[src/rtl/keypad_number_entry_pkg.sv]
// ============================================================================
// Module   : keypad_pkg
// Brief    : Shared key codes, entry-state encoding and parameter helpers for
//            the keypad number-entry path.
// Revision : 1.0 - initial release
// ============================================================================
`default_nettype none

package keypad_pkg;

    localparam logic [3:0] KEY_CLEAR = 4'hA;
    localparam logic [3:0] KEY_BKSP  = 4'hB;
    localparam logic [3:0] KEY_ENTER = 4'hC;

    typedef enum logic [0:0] {
        ENTRY = 1'b0,
        DONE  = 1'b1
    } entry_state_e;

    // Largest decimal number representable with n digits, i.e. 10^n - 1.
    function automatic logic [63:0] max_decimal(input int unsigned n);
        logic [63:0] acc;
        acc = 64'd1;
        for (int unsigned i = 0; i < n; i++) begin
            acc = acc * 64'd10;
        end
        return acc - 64'd1;
    endfunction

endpackage

`default_nettype wire

[src/rtl/keypad_number_entry_if.sv]
// ============================================================================
// Module   : keypad_number_entry_if
// Brief    : Keypad input, live operand and valid/ack handshake bundle.
// Revision : 1.0 - initial release
// ============================================================================
`default_nettype none

interface keypad_number_entry_if #(
    parameter int DIGITS = 4,
    parameter int WIDTH  = 32
) ();

    localparam int CW = $clog2(DIGITS + 1);

    logic             key_valid;
    logic [3:0]       key_code;
    logic [WIDTH-1:0] value;
    logic [CW-1:0]    digit_count;
    logic             full;
    logic             value_valid;
    logic             value_ack;

    modport master (
        output key_valid,
        output key_code,
        output value_ack,
        input  value,
        input  digit_count,
        input  full,
        input  value_valid
    );

    modport slave (
        input  key_valid,
        input  key_code,
        input  value_ack,
        output value,
        output digit_count,
        output full,
        output value_valid
    );

endinterface

`default_nettype wire

[src/rtl/keypad_number_entry_key_press_detect.sv]
// ============================================================================
// Module   : key_press_detect
// Brief    : Optional key_valid debounce filter plus rising-edge detector;
//            filter enabled by defining KEYPAD_DEBOUNCE_EN.
// Revision : 1.0 - initial release
// ============================================================================
`default_nettype none

module key_press_detect #(
    parameter int DEBOUNCE_CYCLES = 8
) (
    input  wire logic       clk,
    input  wire logic       rst_n,
    input  wire logic       key_valid,
    input  wire logic [3:0] key_code,
    output logic            press,
    output logic [3:0]      press_code
);

    if (DEBOUNCE_CYCLES < 1) begin : g_bad_debounce
        $error("key_press_detect: DEBOUNCE_CYCLES must be at least 1");
    end

    logic w_level;
    logic r_level_q;

`ifdef KEYPAD_DEBOUNCE_EN
    localparam int CNT_W = (DEBOUNCE_CYCLES > 1) ? $clog2(DEBOUNCE_CYCLES) : 1;

    logic [CNT_W-1:0] r_stable_cnt;
    logic             r_filtered;

    // The filtered level follows the raw input only once it has differed for
    // DEBOUNCE_CYCLES consecutive clocks; any bounce back restarts the count.
    always_ff @(posedge clk or negedge rst_n) begin
        if (!rst_n) begin
            r_filtered   <= 1'b0;
            r_stable_cnt <= '0;
        end else if (key_valid == r_filtered) begin
            r_stable_cnt <= '0;
        end else if (r_stable_cnt == CNT_W'(DEBOUNCE_CYCLES - 1)) begin
            r_filtered   <= key_valid;
            r_stable_cnt <= '0;
        end else begin
            r_stable_cnt <= r_stable_cnt + 1'b1;
        end
    end

    assign w_level = r_filtered;
`else
    assign w_level = key_valid;
`endif

    always_ff @(posedge clk or negedge rst_n) begin
        if (!rst_n) begin
            r_level_q <= 1'b0;
        end else begin
            r_level_q <= w_level;
        end
    end

    // Code is taken in the same cycle as the pulse so the consumer updates
    // on the following edge.
    assign press      = w_level & ~r_level_q;
    assign press_code = key_code;

endmodule

`default_nettype wire

[src/rtl/keypad_number_entry.sv]
// ============================================================================
// Module   : keypad_number_entry
// Brief    : N-digit decimal operand accumulator with clear/backspace/enter
//            and valid/ack handoff; KEYPAD_DEBOUNCE_EN adds input debounce.
// Revision : 1.0 - initial release
// ============================================================================
`default_nettype none

module keypad_number_entry
    import keypad_pkg::*;
#(
    parameter int DIGITS          = 4,
    parameter int WIDTH           = 32,
    parameter int DEBOUNCE_CYCLES = 8
) (
    input  wire logic              clk,
    input  wire logic              rst_n,
    keypad_number_entry_if.slave   bus
);

    localparam int CW = $clog2(DIGITS + 1);

    localparam logic [0:0] ST_ENTRY = ENTRY;
    localparam logic [0:0] ST_DONE  = DONE;

    if ((WIDTH < 64) && (max_decimal(DIGITS) > ((64'd1 << WIDTH) - 64'd1))) begin : g_width_check
        $error("keypad_number_entry: WIDTH too small to hold DIGITS decimal digits");
    end

    logic             w_press;
    logic [3:0]       w_code;
    logic             w_is_digit;
    logic [WIDTH-1:0] w_times10;
    logic [WIDTH-1:0] w_div10;

    logic [0:0]       r_state;
    logic [WIDTH-1:0] r_value;
    logic [CW-1:0]    r_count;
    logic             r_valid;

    key_press_detect #(
        .DEBOUNCE_CYCLES (DEBOUNCE_CYCLES)
    ) u_press (
        .clk        (clk),
        .rst_n      (rst_n),
        .key_valid  (bus.key_valid),
        .key_code   (bus.key_code),
        .press      (w_press),
        .press_code (w_code)
    );

    assign w_is_digit = (w_code <= 4'd9);
    assign w_times10  = (r_value << 3) + (r_value << 1) + WIDTH'(w_code);
    assign w_div10    = r_value / WIDTH'(10);

    always_ff @(posedge clk or negedge rst_n) begin
        if (!rst_n) begin
            r_state <= ST_ENTRY;
            r_value <= '0;
            r_count <= '0;
            r_valid <= 1'b0;
        end else begin
            case (r_state)
                ST_ENTRY: begin
                    if (w_press) begin
                        if (w_is_digit) begin
                            if (r_count < CW'(DIGITS)) begin
                                r_value <= w_times10;
                                r_count <= r_count + 1'b1;
                            end
                        end else begin
                            case (w_code)
                                KEY_CLEAR: begin
                                    r_value <= '0;
                                    r_count <= '0;
                                end
                                KEY_BKSP: begin
                                    if (r_count != '0) begin
                                        r_value <= w_div10;
                                        r_count <= r_count - 1'b1;
                                    end
                                end
                                KEY_ENTER: begin
                                    if (r_count != '0) begin
                                        r_valid <= 1'b1;
                                        r_state <= ST_DONE;
                                    end
                                end
                                default: ;
                            endcase
                        end
                    end
                end
                ST_DONE: begin
                    // Presses here are dropped, even one coinciding with ack.
                    if (bus.value_ack) begin
                        r_valid <= 1'b0;
                        r_value <= '0;
                        r_count <= '0;
                        r_state <= ST_ENTRY;
                    end
                end
                default: r_state <= ST_ENTRY;
            endcase
        end
    end

    assign bus.value       = r_value;
    assign bus.digit_count = r_count;
    assign bus.full        = (r_count == CW'(DIGITS));
    assign bus.value_valid = r_valid;

endmodule

`default_nettype wire

[src/flat_wrapper.sv]
// flat-port wrapper written by rule: the top's interface ports become plain ports
module keypad_number_entry_flat import keypad_pkg::*;
#(
    parameter int DIGITS          = 4,
    parameter int WIDTH           = 32,
    parameter int DEBOUNCE_CYCLES = 8
)
  (clk, rst_n, bus_key_valid, bus_key_code, bus_value_ack, bus_value, bus_digit_count, bus_full, bus_value_valid);
  keypad_number_entry_if #(.DIGITS(DIGITS), .WIDTH(WIDTH)) bus_i ();
  input  wire logic clk;
  input  wire logic rst_n;
  input wire logic [$bits(bus_i.key_valid)-1:0] bus_key_valid;
  input wire logic [$bits(bus_i.key_code)-1:0] bus_key_code;
  input wire logic [$bits(bus_i.value_ack)-1:0] bus_value_ack;
  output wire logic [$bits(bus_i.value)-1:0] bus_value;
  output wire logic [$bits(bus_i.digit_count)-1:0] bus_digit_count;
  output wire logic [$bits(bus_i.full)-1:0] bus_full;
  output wire logic [$bits(bus_i.value_valid)-1:0] bus_value_valid;
  assign bus_i.key_valid = bus_key_valid;
  assign bus_i.key_code = bus_key_code;
  assign bus_i.value_ack = bus_value_ack;
  assign bus_value = bus_i.value;
  assign bus_digit_count = bus_i.digit_count;
  assign bus_full = bus_i.full;
  assign bus_value_valid = bus_i.value_valid;
  keypad_number_entry #(.DIGITS(DIGITS), .WIDTH(WIDTH), .DEBOUNCE_CYCLES(DEBOUNCE_CYCLES)) u_core (.clk(clk), .rst_n(rst_n), .bus(bus_i));
endmodule
[config.mk]
export PLATFORM = sky130hd
export DESIGN_NAME = keypad_number_entry_flat
export DESIGN_NICKNAME = d
export VERILOG_FILES = /design/src/rtl/keypad_number_entry_pkg.sv /design/src/rtl/keypad_number_entry_if.sv /design/src/rtl/keypad_number_entry_key_press_detect.sv /design/src/rtl/keypad_number_entry.sv /design/src/flat_wrapper.sv
export SDC_FILE = /design/constraint.sdc
export NUM_CORES = 1
export LEC_CHECK = 0
export CAP_MARGIN = 20
export CORE_AREA = 4 4 129 131
export CTS_CLUSTER_SIZE = 24
export DETAILED_ROUTE_END_ITERATION = 8
export DIE_AREA = 0 0 133 135
export PLACE_DENSITY = 0.76
export SETUP_SLACK_MARGIN = 0.4
export SLEW_MARGIN = 25
export SYNTH_ARGS = -nofsm -noshare
export SYNTH_HDL_FRONTEND = slang
export SYNTH_SLANG_ARGS = --single-unit
[constraint.sdc]
create_clock -name clk -period 8.5 [get_ports clk]
set_input_delay 1.275 -clock clk [delete_from_list [all_inputs] [get_ports clk]]
set_output_delay 1.275 -clock clk [all_outputs]
set_load 0.03 [all_outputs]
After elaboration in Yosys (flattened, before gate mapping)
Cells that the tools add are included.

Word-level logic and storage cells: 56. Bits of input ports: 8. Output and inout bits: 37. Flip-flop bits (word level): 38.

$add $sub $neg: 4. Multiplexer cells: 26. Bitwise gates (word level): 3. Magnitude comparators: 2. Equal/unequal tests: 12. Div/mod/pow operators: 1. Reduce and logical (&&, ||, !) cells: 3.

Operator list (count): $mux W32 (5); $pmux W32 S2 (2); $add A32 B32 Y32 (1); $add A32 B4 Y32 (1); $div A32 B4 Y32 const B (1); $mux W3 (5); $eq A4 B4 Y1 const B (3); $pmux W3 S2 (2); $mux W1 (10); $reduce_and A5 Y1 (2); $ne A2 B2 Y1 const B (4); $le A4 B4 Y1 const B (1); $ne A4 B2 Y1 const B (1); $ne A4 B3 Y1 const B (1); $pmux W1 S2 (2); $add A3 B1 Y3 const B (1); $eq A3 B3 Y1 const B (1); $lt A3 B3 Y1 const B (1); $ne A3 B3 Y1 const B (1); $reduce_bool A3 Y1 (1); $sub A3 B1 Y3 const B (1); $ne A2 B1 Y1 const B (1); $not A1 Y1 (2); $and A1 B1 Y1 (1).

Depth between registers and ports, before layout
Depth in word-level cells: 6. Mapped depth: 46. Mapped depth without buffers: 37.

Cells and area by module
From an unflattened synthesis, not the netlist that was laid out.

Cell total of the unflattened synthesis: 1088. Area total of the unflattened synthesis: 7991.4 um^2.

Modules (own cells, without submodules): keypad_number_entry (area an instance 7922.6 um^2, cells an instance 1082, instances 1, seq. area each 925.9 um^2); key_press_detect (area an instance 68.8 um^2, cells an instance 6, instances 1, seq. area each 25.0 um^2).

Worst setup path after synthesis
OpenSTA, ideal clock, no wires.

Kind: flip-flop to flip-flop. From: reg u_core.r_value[27], in the netlist u_core.bus.value[27]. To: reg u_core.r_value[0], in the netlist u_core.bus.value[0]. Path buffers: 7. Data arrival time: 9.476 ns. Data required time: 8.422 ns. Stages on the path, launching flop included: 43. Library setup time: 0.078 ns. Period minus slack after synthesis: 9.554 ns. Slack: -1.054 ns. Cell sequence: dfrtp_1 > buf_4 > nand3b_1 > a311oi_4 > a31o_4 > nor3_1 > a2111o_1 > o21a_1 > buf_6 > xnor2_2 > a32oi_1 > a22oi_1 > a32o_1 > or3_1 > buf_6 > and4_4 > or3b_1 > buf_6 > [... 7 more ...] > a2111oi_2 > a311o_1 > nor4b_2 > a2111oi_4 > a311oi_4 > a21oi_1 > a221o_1 > a211o_1 > a32oi_4 > mux2i_1 > a211oi_2 > buf_6 > nor2_2 > nor4_1 > a31o_2 > o41a_1 > a2111o_1 > a21oi_1.

Cells in the longest elaborated chain, start to end: 6.

Ends and longest elaborated chain: from (decl) (RTL line keypad_number_entry.sv:37) `logic [WIDTH-1:0] r_value;`; from (signal assigned) (RTL line keypad_number_entry.sv:68) `r_value <= w_times10;`; from (signal assigned) (RTL line keypad_number_entry.sv:79) `r_value <= w_div10;`; $div A32 B4 Y32 (RTL line keypad_number_entry.sv:54) `assign w_div10 = r_value / WIDTH'(10);`; $mux W32 (RTL line keypad_number_entry.sv:78) `if (r_count != '0) begin`; $pmux W32 S2 (RTL line keypad_number_entry.sv:72) `case (w_code)`; $mux W32 (RTL line keypad_number_entry.sv:66) `if (w_is_digit) begin`; $mux W32 (RTL line keypad_number_entry.sv:65) `if (w_press) begin`; $pmux W32 S2 (RTL line keypad_number_entry.sv:63) `case (r_state)`.

No other way between the ends. The select of a mux whose other input is x is not followed. A chain may end at the register's enable or synchronous reset.

Final worst setup path
Same ends and word-level chain as after synthesis.

==> reports/results.txt <==
DR pass1 iterations: 6
Clock Pin Slew Worst Setup and Hold Paths: 0.06 ns
Mapped cell area: 8450 um2
Post-synthesis sequential area ratio: 0.112
Max_cap viols: 0
First-pass GRT wire length: 49,600 um
Mapped Avg Cell Area: 7.39 um2
Vias after detailed routing: 11,179
Post-Synth Simple-Gate Area: 0.257
Tcrit/Tclk final: 1.21
CP peak stage delay: 0.54 ns
Drt total wl: 33,400 um
GRT Util Overall: 0.321
Antenna fix cells: 0
Met2 WL post-DR: 16,100 um
I/O pins: 45
Least-Margin Pin Slew: 1.08 ns
FFs w/ async S/R, synth: 1.00
Slew Viols, Final: 0
Final #Nets: 1,488
Pin count of the biggest net entering global routing: 45
Final hold violation count: 0
Post-synthesis cell count: 1,144
Crit end category: flip-flop
Mux contribution to synthesized area: 0.0170
Die Y: 135 um
Final setup vio count: 7
Post-synthesis adder-cell area fraction: 0.0974
WL/cell: 20.4 um
Vias in the first global route: 10,294
CP required: 8.71 ns
Synth Area in Compound Gates: 0.404
Seq cells post-synth: 38
Setup crit start kind: flip-flop
Layout cells sized above 1: 0.381
Kind of critical path: reg2reg
HP Class: reg2reg
Die Area: 18,000 um2
Initial antenna violation count: 0
RSZ-0062 raised after global routing: yes
Area delta synth->final: 48.6%
H-tree Lvls: 2
Critical Path AT: 10.50 ns
Synth area leader: dfrtp_1
Met3 wire length: 2650 um
Iter 0 DRT Violations: 1,286
Top layer in use: met4
Maximum clock path buffer count: 2
Final setup margin: -1.78 ns
DRC: 0
Max Freq: 0.0972 GHz
Final HPWL DP: 19,700 um
DR vias/cell: 6.84
Outcome: complete, but fails checks
Post-Syn Nets: 1,215
Clk_lat worst skew: 0.28 ns
Layout Skew: 0.00723 ns
Synth unique cells: 127
Top cells by area, synth: dfrtp_1 11%, ha_1 9.0%, a21oi_1 5.6%
Ys flop type: dfrtp_1
Core box area: 15,600 um2
Initial cell density of the core: 0.542
CTS tree: built
Die Span X: 133 um
Fillers: 896
Post-synth top area share: 0.112
Post-synth EDFFs: 0
Gp weighted congestion: 0.963
Ys Warns: 0
# rows: 46
Routed Antenna Nets: 0
Minimum clock period: 10.28 ns
Most used cell along the critical path: buf_4
PortBufs: 44
Slew HR: 0.278
Xor and xnor fraction of the mapped netlist area: 0.0453
Violated checks: negative setup slack
Main combinational cell family by area after synthesis: compound AO/OA/AOI/OAI gates
Slowest-stage cell, CP: a211oi_4
CTS Sinks: 38
Total grt overflow: 0
Root buffer cell: clkbuf_16
Fin Setup TNS: -7.93 ns
CTS buffer count: 5
Worst-path maximum fanout: 7
M1 WL: 13,000 um
==> sequential cells by signal, indices dropped and copies added (netlist names) <==
| name | flops |
|---|---|
| u_core.bus.digit_count | 3 |
| u_core.bus.value_valid | 1 |
| u_core.u_press.r_level_q | 1 |
| u_core.bus.value | 32 |
| u_core.r_state | 1 |
==> Yosys cell counts, types with 7 or more instances <==
cell / count
o21a_1: 8
buf_2: 14
a211oi_1: 19
a311oi_1: 10
a21oi_1: 95
dfrtp_1: 38
and2_1: 13
nor2_1: 89
nand2_1: 107
o21ai_0: 78
a211o_1: 9
nand4_1: 13
o21bai_1: 21
buf_6: 7
a22oi_1: 7
mux2i_1: 11
or3_1: 10
a21o_1: 8
o22ai_1: 10
a31oi_1: 9
nand3_1: 32
o2111ai_1: 9
nor3_1: 36
ha_1: 61
nor4_1: 16
o211ai_1: 14
nor2b_1: 7
nand3b_1: 7
inv_1: 43
nand2b_1: 16
clkbuf_1: 53
xor2_1: 9
xnor2_1: 26
o31ai_1: 11
o21ai_1: 11
==> cell families (layout without fill, tap and decap cells) <==
| group | Yosys count | count (layout) |
|---|---|---|
| compound gates | 453 | 454 |
| simple gates | 408 | 408 |
| buf+inv | 128 | 401 |
| fa+ha+maj | 65 | 65 |
| xor+xnor | 39 | 39 |
| flops | 38 | 38 |
| mux | 13 | 13 |
==> through the flow <==
step / setup slack (ns) / instance area (um2) / std cells / utilization / hold WS (ns)
CTS: -1.14 / 12000 / 1609 / 0.767 / 0.549
global placement: -1.46 / 10700 / 1553 / 0.684 / 0.514
floorplan: -0.765 / 8620 / 1144 / - / 0.526
detailed placement: -1.58 / 10700 / 1553 / 0.684 / 0.540
global route: -2.21 / 12600 / 1634 / 0.805 / 0.580
finish: -1.78 / 12600 / 1634 / 0.805 / 0.548
==> layer usage <==
layer	GRT usage	vias to the layer above
li1	-	4976
met1	0.421	5270
met2	0.547	730
met3	0.0317	203
met4	0.123	0
met5	0	-
==> worst max-delay path: cells and delay by family (launching register included) <==
family / cells / cell delay, ns
and+or+nand+nor: 14 / 3.30
AOI/OAI and AO/OA: 20 / 5.25
DFF: 1 / 0.46
xor gates and xnor gates: 1 / 0.17
buffers and inverters: 6 / 1.03
==> path summary, 6_finish.rpt <==
kind | start | end | slack, ns | depth (start not counted)
max reg2reg | u_core.bus.value[27] | u_core.bus.value[0] | -1.78 | 41
max | u_core.bus.value[27] | u_core.bus.value[0] | -1.78 | 41
max in group asynchronous | rst_n | u_core.bus.value[26] | 6.74 | 1
min | u_core.bus.value_valid | u_core.bus.value_valid | 0.55 | 2
min in group asynchronous | rst_n | u_core.bus.value[1] | 1.12 | 1
min reg2reg | u_core.bus.value_valid | u_core.bus.value_valid | 0.55 | 2
==> repair_timing <==
action / CTS / global route
pin swaps: 56 / 55
endpoints found under the setup margin: 7 / 11
setup buffers: 48 / 23
resized for setup: 143 / 85
hold buffers: 0 / 0
cloned: 0 / 1
==> placed cells by master, fill, tap and decap left out, types with 8 or more instances in the layout <==
cell type        synthesis  layout
a211oi_1                19       9
a211oi_2                 4      10
a21oi_1                 95      76
a21oi_2                  2      17
a31oi_1                  9       8
and2_1                  13       9
buf_4                    4     272
buf_6                    7      27
clkdlybuf4s50_1          0      43
dfrtp_1                 38      32
ha_1                    61      61
inv_1                   43      43
nand2_1                107     103
nand2b_1                16      13
nand3_1                 32      29
nand4_1                 13      13
nor2_1                  89      83
nor2_4                   1       9
nor3_1                  36      27
nor3_2                   4       8
nor4_1                  16      11
o211ai_1                14      14
o21ai_0                 78      64
o21ai_1                 11      17
o21bai_1                21      21
xnor2_1                 26      23
xor2_1                   9       9
==> area by class of cell <==
type / count / area (um2) / area share
flip-flops and latches: 38 / 958 / 0.0763
multi-input cells: 979 / 8120 / 0.647
clock buffers: 6 / 139 / 0.0111
inverters: 48 / 180 / 0.0143
well taps: 216 / 270 / 0.0215
repair buffers: 345 / 2830 / 0.225
clock inverters: 2 / 60.1 / 0.00478
Power is left out: the tool's default activity adds up to more than one toggle a clock period on the data nets, which glitch-free logic cannot reach.
